`config.mk`:
```
export PLATFORM = sky130hd
export DESIGN_NAME = protocore_datapath
export DESIGN_NICKNAME = d
export VERILOG_FILES = /design/src/rtl/protocore_pkg.sv /design/src/rtl/protocore_alu.sv /design/src/rtl/protocore_datapath.sv
export SDC_FILE = /design/constraint.sdc
export NUM_CORES = 1
export LEC_CHECK = 0
export ABC_AREA = 1
export CORE_UTILIZATION = 45
export DETAILED_ROUTE_END_ITERATION = 8
export GPL_ROUTABILITY_DRIVEN = 0
export HOLD_SLACK_MARGIN = 0.1
export PLACE_DENSITY = 0.64
export SYNTH_ARGS = -nofsm -noshare
export SYNTH_HDL_FRONTEND = slang
export SYNTH_HIERARCHICAL = 1
export SYNTH_SLANG_ARGS = --single-unit
```
`constraint.sdc`:
```
create_clock -name clk -period 3.1 [get_ports clk]
set_clock_uncertainty 0.2 [all_clocks]
set_input_delay 0.465 -clock clk [delete_from_list [all_inputs] [get_ports clk]]
set_output_delay 0.465 -clock clk [all_outputs]
set_load 0.01 [all_outputs]
```
`src/rtl/protocore_pkg.sv`:
```
// Shared types and widths for the protocore datapath and its control unit.
// Pure declarations: no logic, no latency, no flow control.
package protocore_pkg;

  localparam int DATA_W = 8;
  localparam int ADDR_W = 4;
  localparam int REG_N  = 2 ** ADDR_W;

  // Encoding is fixed; the control unit drives these values directly.
  typedef enum logic [2:0] {
    ALU_ADD = 3'd0,
    ALU_SUB = 3'd1,
    ALU_AND = 3'd2,
    ALU_OR  = 3'd3,
    ALU_XOR = 3'd4,
    ALU_NOT = 3'd5,
    ALU_SHL = 3'd6,
    ALU_SHR = 3'd7
  } alu_op_e;

  typedef struct packed {
    logic [DATA_W-1:0] result;
    logic              zero;
    logic              carry;
  } alu_out_t;

endpackage

```
`src/rtl/protocore_alu.sv`:
```
// 8-bit combinational ALU: result, zero and carry/borrow/shift-out flag.
// Zero latency, no flow control; outputs follow operands and opcode in-cycle.
module protocore_alu
  import protocore_pkg::*;
(
  input  logic [DATA_W-1:0] op_a,
  input  logic [DATA_W-1:0] op_b,
  input  alu_op_e           opcode,
  output alu_out_t          alu_dat
);

  logic [DATA_W:0]   sum9;
  logic [DATA_W:0]   diff9;
  logic [DATA_W-1:0] result;
  logic              carry;

  // Widened by one bit so carry-out and borrow fall out as bit 8.
  assign sum9  = {1'b0, op_a} + {1'b0, op_b};
  assign diff9 = {1'b0, op_a} - {1'b0, op_b};

  always_comb begin
    result = '0;
    carry  = 1'b0;
    case (opcode)
      ALU_ADD: begin
        result = sum9[DATA_W-1:0];
        carry  = sum9[DATA_W];
      end
      ALU_SUB: begin
        result = diff9[DATA_W-1:0];
        carry  = diff9[DATA_W];
      end
      ALU_AND: result = op_a & op_b;
      ALU_OR:  result = op_a | op_b;
      ALU_XOR: result = op_a ^ op_b;
      ALU_NOT: result = ~op_a;
      ALU_SHL: begin
        result = {op_a[DATA_W-2:0], 1'b0};
        carry  = op_a[DATA_W-1];
      end
      ALU_SHR: begin
        result = {1'b0, op_a[DATA_W-1:1]};
        carry  = op_a[0];
      end
      default: begin
        result = '0;
        carry  = 1'b0;
      end
    endcase
  end

  assign alu_dat.result = result;
  assign alu_dat.zero   = (result == '0);
  assign alu_dat.carry  = carry;

endmodule

```
`src/rtl/protocore_datapath.sv`:
```
// 16x8 register file (2 async reads, 1 sync write, no bypass) feeding the ALU.
// Reads and ALU are zero latency; writes land on the next edge; no flow control.
module protocore_datapath
  import protocore_pkg::*;
(
  input  logic              clk,
  input  logic              rst,
  input  logic              write_en,
  input  logic [ADDR_W-1:0] write_addr,
  input  logic [DATA_W-1:0] write_data,
  input  logic [ADDR_W-1:0] ra_addr,
  input  logic [ADDR_W-1:0] rb_addr,
  input  alu_op_e           alu_opcode,
  output logic [DATA_W-1:0] read_a,
  output logic [DATA_W-1:0] read_b,
  output logic [DATA_W-1:0] alu_result,
  output logic              alu_zero,
  output logic              alu_carry
);

  logic [DATA_W-1:0] regs [REG_N];
  alu_out_t          alu_dat;

  // Reset has priority over a concurrent write.
  always_ff @(posedge clk) begin
    if (rst) begin
      for (int i = 0; i < REG_N; i++) regs[i] <= '0;
    end else if (write_en) begin
      regs[write_addr] <= write_data;
    end
  end

  // Reads see the pre-edge contents; a same-cycle write shows up next cycle.
  assign read_a = regs[ra_addr];
  assign read_b = regs[rb_addr];

  protocore_alu u_alu (
    .op_a    (read_a),
    .op_b    (read_b),
    .opcode  (alu_opcode),
    .alu_dat (alu_dat)
  );

  assign alu_result = alu_dat.result;
  assign alu_zero   = alu_dat.zero;
  assign alu_carry  = alu_dat.carry;

endmodule

```
==> results.json, run 1 <==
{
  "holdPathEnd": "regs[13][4]",
  "power_frac_comb_pct": 32.8,
  "critPathTopFamily": "simple AND/OR/NAND/NOR gates",
  "grt_usage_pct": 30.9,
  "synth_top_area_cell": "edfxtp_1",
  "dr_total_vias": 9674,
  "worst_hold_startpoint": "write_addr[0]",
  "ys_seq_elements": 128,
  "setup_viol": 10,
  "synthFlopType": "edfxtp_1",
  "min_period_ns": 3.63,
  "numPortBuffers": 51,
  "cts_buffers": 17,
  "cts_root_buf": "clkbuf_16",
  "yosys_warnings": 6,
  "overflow": 0,
  "worstPathMaxFanout": 24,
  "yosysSeqAreaShare_pct": 43.1,
  "ir_drop_v": 0.000409,
  "cts_hold_buf": 0,
  "fill_cells": 1552,
  "p_leak_uw": 0.00602,
  "syn_avg_cell_area_um2": 7.12,
  "p_per_area_mw_per_mm2": 462,
  "post-place-ws_ns": -1.30,
  "first_pass_iters": 7,
  "coreArea_mm2": 0.0195,
  "netlist_area_mm2": 0.00891,
  "holdCritPathClass": "primary input to flip-flop",
  "cp_common_cell": "nand3_1",
  "antenna_cells": 0,
  "power.share.clock_pct": 33.0,
  "critical_path_buf_inv_count": 8,
  "grt_pass1_vias": 8688,
  "dieArea_mm2": 0.0204,
  "ys_types": 33,
  "place_inst": 1629,
  "syn_nets": 1304,
  "rows": 51,
  "max_flop_register": "regs",
  "finalHoldViolCount": 0,
  "syn_inst": 1252,
  "required_ns": 2.43,
  "netSwitchingPower_uw": 1860,
  "boundaryPins": 52,
  "cp_cell_sequence": "clkbuf_16 > buf_4 > clkinv_8 > nand2_1 > nand3_1 > nand3_1 > nand3_1 > nand2_2 > inv_1 > ha_1 > inv_2 > o22ai_1 > nor3_1 > nand2_1 > nor2_2 > buf_4 > inv_1 > clkdlybuf4s15_2",
  "tritoncts": "built",
  "grt_pass1_wl_um": 46900,
  "end_kind": "output port",
  "maxSlewHeadroom_pct": 44.8,
  "synth_edf_count": 128,
  "die_w_um": 143,
  "cts.clk_slew.worst_paths_ns": 0.05,
  "dp_hpwl_um": 20900,
  "drtIter0Drc": 1378,
  "seqPwrFrac_pct": 34.3,
  "worstSetupStartpointType": "primary input",
  "arrival_ns": 2.97,
  "path_class": "primary input to output port",
  "p_int_uw": 4100,
  "max_clock_freq_mhz": 275,
  "die_h_um": 143,
  "cts.sink_count": 128,
  "hold_path_depth": 5,
  "status": "finished, violations left",
  "start_util_pct": 45.8,
  "drt-wirelength-per-cell_um": 19.5,
  "synth-async-reset-ratio_pct": 0,
  "grt_max_degree": 49,
  "maxCapViolations": 0,
  "max_stage_delay_ns": 0.33,
  "rsz0062_at_grt": "true",
  "htreeDepth": 4,
  "synthTopCellsByArea": "edfxtp_1, nand2_1, nand3_1, inv_1, nor2_1",
  "fin_crit_sh_pct": 117,
  "violations": "negative setup slack",
  "final.setup.worst_slack_ns": -0.530,
  "worst_slew_pin_slew_ns": 0.826,
  "synth_top_area_share_pct": 43.1,
  "largest_register_ffs": 128,
  "wirelength_um": 33200,
  "drive_gt1_share_pct": 35.8,
  "ant_nets": 0,
  "cp_slowest_cell": "ha_1",
  "clockBufferDepth": 2,
  "stdcell_count": 1703,
  "reg_top3": "regs x128",
  "vias_per_cell": 5.68,
  "antenna_found_initial": 0,
  "slew_viol_final": 0,
  "finalNetCount": 1479,
  "drc": 0,
  "yosysMostFrequentCell": "nand2_1",
  "switching_share_pct": 31.3,
  "yosys-top-cells-count": "nand2_1, nand3_1, inv_1",
  "syn2layout_area_growth_pct": 44.8
}
-- layout by cell type, fill, tap and decap left out, types with 4 or more instances in the layout --
| cell | netlist | routed |
|---|---|---|
| nand2_1 | 347 | 301 |
| nand3_2 | 2 | 105 |
| clkbuf_16 | 0 | 23 |
| clkinvlp_4 | 0 | 4 |
| nand2_4 | 0 | 8 |
| edfxtp_1 | 128 | 128 |
| buf_4 | 1 | 118 |
| o22ai_1 | 6 | 6 |
| a21oi_2 | 1 | 11 |
| nor2_1 | 158 | 152 |
| ha_1 | 24 | 7 |
| inv_2 | 8 | 74 |
| nand3_4 | 1 | 5 |
| nand3_1 | 254 | 147 |
| buf_12 | 0 | 18 |
| ha_2 | 0 | 4 |
| nor2_2 | 2 | 8 |
| clkdlybuf4s50_1 | 0 | 33 |
| ha_4 | 0 | 13 |
| a21oi_1 | 16 | 6 |
| nand2_2 | 16 | 54 |
| buf_6 | 2 | 22 |
| inv_4 | 0 | 7 |
| inv_1 | 194 | 118 |
| nor3_4 | 5 | 5 |
| nand4_1 | 6 | 6 |
| buf_16 | 0 | 8 |
-- logic make-up (layout without fill, tap and decap cells) --
| kind of cell | Yosys count | count (layout) | synth area share (%) |
|---|---|---|---|
| XOR/XNOR | 1 | 1 | 0.0983 |
| flip-flops | 128 | 128 | 43.1 |
| AND/OR/NAND/NOR | 796 | 796 | 38.9 |
| AO/OA/AOI/OAI | 36 | 36 | 2.32 |
| adder cells (fa/ha/maj) | 26 | 26 | 3.82 |
| buffers and inverters | 265 | 451 | 11.8 |
-- power by group through the flow --
| stage | sequential, uW | clock, uW | combinational [uW] |
|---|---|---|---|
| 2_1_floorplan | 2050 | 0 | 872 |
| 3_3_place_gp | 2070 | 0 | 1480 |
| 3_5_place_dp | 2070 | 0 | 1480 |
| 4_1_cts | 2040 | 1970 | 1650 |
| 5_1_grt | 2050 | 2030 | 2080 |
| 6_report | 2040 | 1970 | 1960 |
-- metal layers --
metal	vias up	GRT usage, %	part of all wire (%)
met5	-	0	0
met4	0	13.1	5.0
met3	170	6.20	11
met2	713	49.5	46
met1	4450	40.5	38
li1	4341	-	-
-- layout make-up --
class / instances / area, um2 / area share, %
repair inverters: 2 / 27.5 / 0.213
inverters: 202 / 820 / 6.35
clock buffers: 18 / 429 / 3.33
repair buffers: 217 / 2300 / 17.8
clock inverters: 12 / 145 / 1.12
flip-flops and latches: 128 / 3840 / 29.8
multi-input cells: 859 / 5000 / 38.8
well taps: 265 / 332 / 2.57
-- worst max-delay path by stage --
stage	from	end	cells past startpoint
floorplan	ra_addr[0]	alu_zero	20
global placement	ra_addr[1]	alu_zero	19
detailed placement	ra_addr[1]	alu_zero	19
CTS	regs[2][0]	alu_zero	16
global route	ra_addr[0]	alu_result[7]	18
finish	ra_addr[0]	alu_result[7]	18
-- what timing repair did --
| item | CTS | global route |
|---|---|---|
| endpoints found under the hold margin | 0 | 0 |
| gates cloned | 7 | 8 |
| pin swaps | 31 | 78 |
| buffers inserted | 14 | 17 |
| gates resized for setup | 164 | 204 |
| setup endpoints to repair | 21 | 10 |
-- per-stage QoR --
step	cell area (um2)	utilization, %	hold WS (ns)	power, uW	setup TNS (ns)
6_report	12900	66.3	0.880	5960	-2.89
2_1_floorplan	9360	-	0.541	2930	-0.0162
4_1_cts	11900	61.4	0.852	5660	-2.36
3_3_place_gp	10700	55.1	1.30	3540	-11.44
5_1_grt	12900	66.3	0.943	6160	-3.94
3_5_place_dp	10700	55.1	1.31	3550	-11.58
(Power assumes the default switching activity.)
==> inputs of run 2 (changes only) <==
GPL_TIMING_DRIVEN = 0   (was unset)
==> results.json, run 2 (synthesis gave the netlist of run 1 again) <==
{
  "grt_usage_pct": 34.3,
  "slew_viol_final": 0,
  "p_per_area_mw_per_mm2": 487,
  "p_leak_uw": 0.00561,
  "wl_met3_um": 3830,
  "cts_root_buf": "clkbuf_16",
  "grt_pass1_vias": 8735,
  "max_clock_freq_mhz": 279,
  "antenna_found_initial": 0,
  "worstSetupStartpointType": "primary input",
  "finalNetCount": 1414,
  "numPortBuffers": 43,
  "clockBufferDepth": 2,
  "drive_gt1_share_pct": 26.5,
  "grt_max_degree": 17,
  "finalHoldViolCount": 0,
  "final_core_util_pct": 61.9,
  "violations": "negative setup slack",
  "rsz0062_at_grt": "true",
  "drc": 0,
  "worst_slew_pin_slew_ns": 0.874,
  "first_pass_iters": 6,
  "min_period_ns": 3.58,
  "path_class": "primary input to output port",
  "met2WireLength_um": 14800,
  "holdCritPathClass": "primary input to flip-flop",
  "worstPathMaxFanout": 9,
  "arrival_ns": 2.92,
  "syn2layout_area_growth_pct": 35.2,
  "coreArea_mm2": 0.0195,
  "cts.clk_slew.worst_paths_ns": 0.06,
  "tns_ns": -2.61,
  "final.setup.worst_slack_ns": -0.481,
  "fill_cells": 1703,
  "cp_slowest_cell": "fa_2",
  "dp_hpwl_um": 23400,
  "dr.max_layer_used": "met4",
  "largest_register_ffs": 128,
  "status": "finished, violations left",
  "drt-wirelength-per-cell_um": 20.7,
  "startpoint": "ra_addr[3]",
  "vias_per_cell": 5.75,
  "dr_total_vias": 9433,
  "dieArea_mm2": 0.0204,
  "reg_top3": "regs x128",
  "max_flop_register": "regs",
  "cp_common_cell": "buf_4",
  "worst_hold_startpoint": "write_data[1]",
  "grt_pass1_wl_um": 50800,
  "die_h_um": 143,
  "final_cell_mix": "nand2_1, nand3_1, inv_1, nor2_1, edfxtp_1",
  "end_kind": "output port",
  "cp_cell_sequence": "clkbuf_2 > clkinvlp_4 > buf_4 > nand3_2 > nand2_4 > buf_4 > ha_4 > fa_2 > buf_4 > nand2_2 > buf_4 > nand4_1 > nand3_1 > nand2_2 > nand3_2 > nor2_2 > buf_2",
  "die_w_um": 143,
  "cts.sink_count": 128,
  "multi_input_area_mm2": 0.00481,
  "setup_viol": 9,
  "antenna_cells": 0,
  "cts_hold_buf": 0,
  "tritoncts": "built",
  "wl_met1_um": 13600,
  "rows": 51,
  "drtIter0Drc": 1447,
  "maxSlewHeadroom_pct": 41.7,
  "max_stage_delay_ns": 0.37,
  "wirelength_um": 34000,
  "cts_buffers": 17,
  "fin_crit_sh_pct": 116,
  "required_ns": 2.43,
  "ant_nets": 0,
  "ir_drop_v": 0.000417,
  "start_util_pct": 45.8,
  "htreeDepth": 4,
  "seqCellArea_mm2": 0.00384,
  "overflow": 0,
  "boundaryPins": 52,
  "final_common_cell": "nand2_1",
  "maxCapViolations": 0
}
run 2: changes by cell type in the layout (fill, tap and decap cells not counted), sizes merged:
cell | previous run | this run
clkdlybuf4s50 | 33 | 31
buf | 172 | 89
clkinv | 7 | 6
bufinv | 3 | 4
dlygate4sd2 | 3 | 1
bufbuf | 0 | 2
inv | 202 | 201
clkdlybuf4s15 | 1 | 0
clkbuf | 26 | 50
run 2: per-layer routing:
layer	vias up	track usage, %
li1	4212	-
met1	4387	45.6
met2	674	52.4
met3	160	7.81
met4	0	17.4
met5	-	0
run 2: critical path, delay by kind of cell:
family,cells,cell delay (ns)
simple gates,8,0.65
fa+ha+maj,2,0.53
buf+inv,7,1.25
run 2: power breakdown:
group	total, uW	internal [uW]	switching [uW]
Clock	2080	1330	748
Combinational	1760	705	1050
Sequential	2030	2000	30.9
Total	5870	4040	1830
run 2: path summary, 6_finish.rpt:
| kind | end | slack (ns) | cells after the start |
|---|---|---|---|
| worst min-delay path | regs[8][1] | 0.68 | 3 |
| worst max-delay path | alu_zero | -0.48 | 17 |
run 2: timing repair:
action	in CTS	in global routing
cloned	5	0
endpoints found under the setup margin	26	10
pin swaps	65	49
setup buffers	40	7
resized for setup	199	71
run 2: final cells by class:
| cell class | count | area share [%] |
|---|---|---|
| Multi-Input combinational cell | 859 | 39.9 |
| Sequential cell | 128 | 31.9 |
| Timing Repair Buffer | 95 | 7.84 |
| Inverter | 202 | 6.66 |
| Buffer | 59 | 5.94 |
| Clock buffer | 19 | 3.59 |
| Tap cell | 265 | 2.75 |
| Clock inverter | 13 | 1.40 |
run 2: stage by stage:
stage	hold WS (ns)	power [uW]	instance area (um2)	setup WS (ns)	std cells
after floorplan	0.541	2930	9360	-0.0162	1252
after global placement	1.12	3350	10100	-1.52	1560
after detailed placement	1.13	3370	10100	-1.55	1560
after CTS	0.693	5680	11800	-0.343	1635
after global routing	0.714	6060	12000	-0.582	1640
final	0.683	5870	12000	-0.481	1640
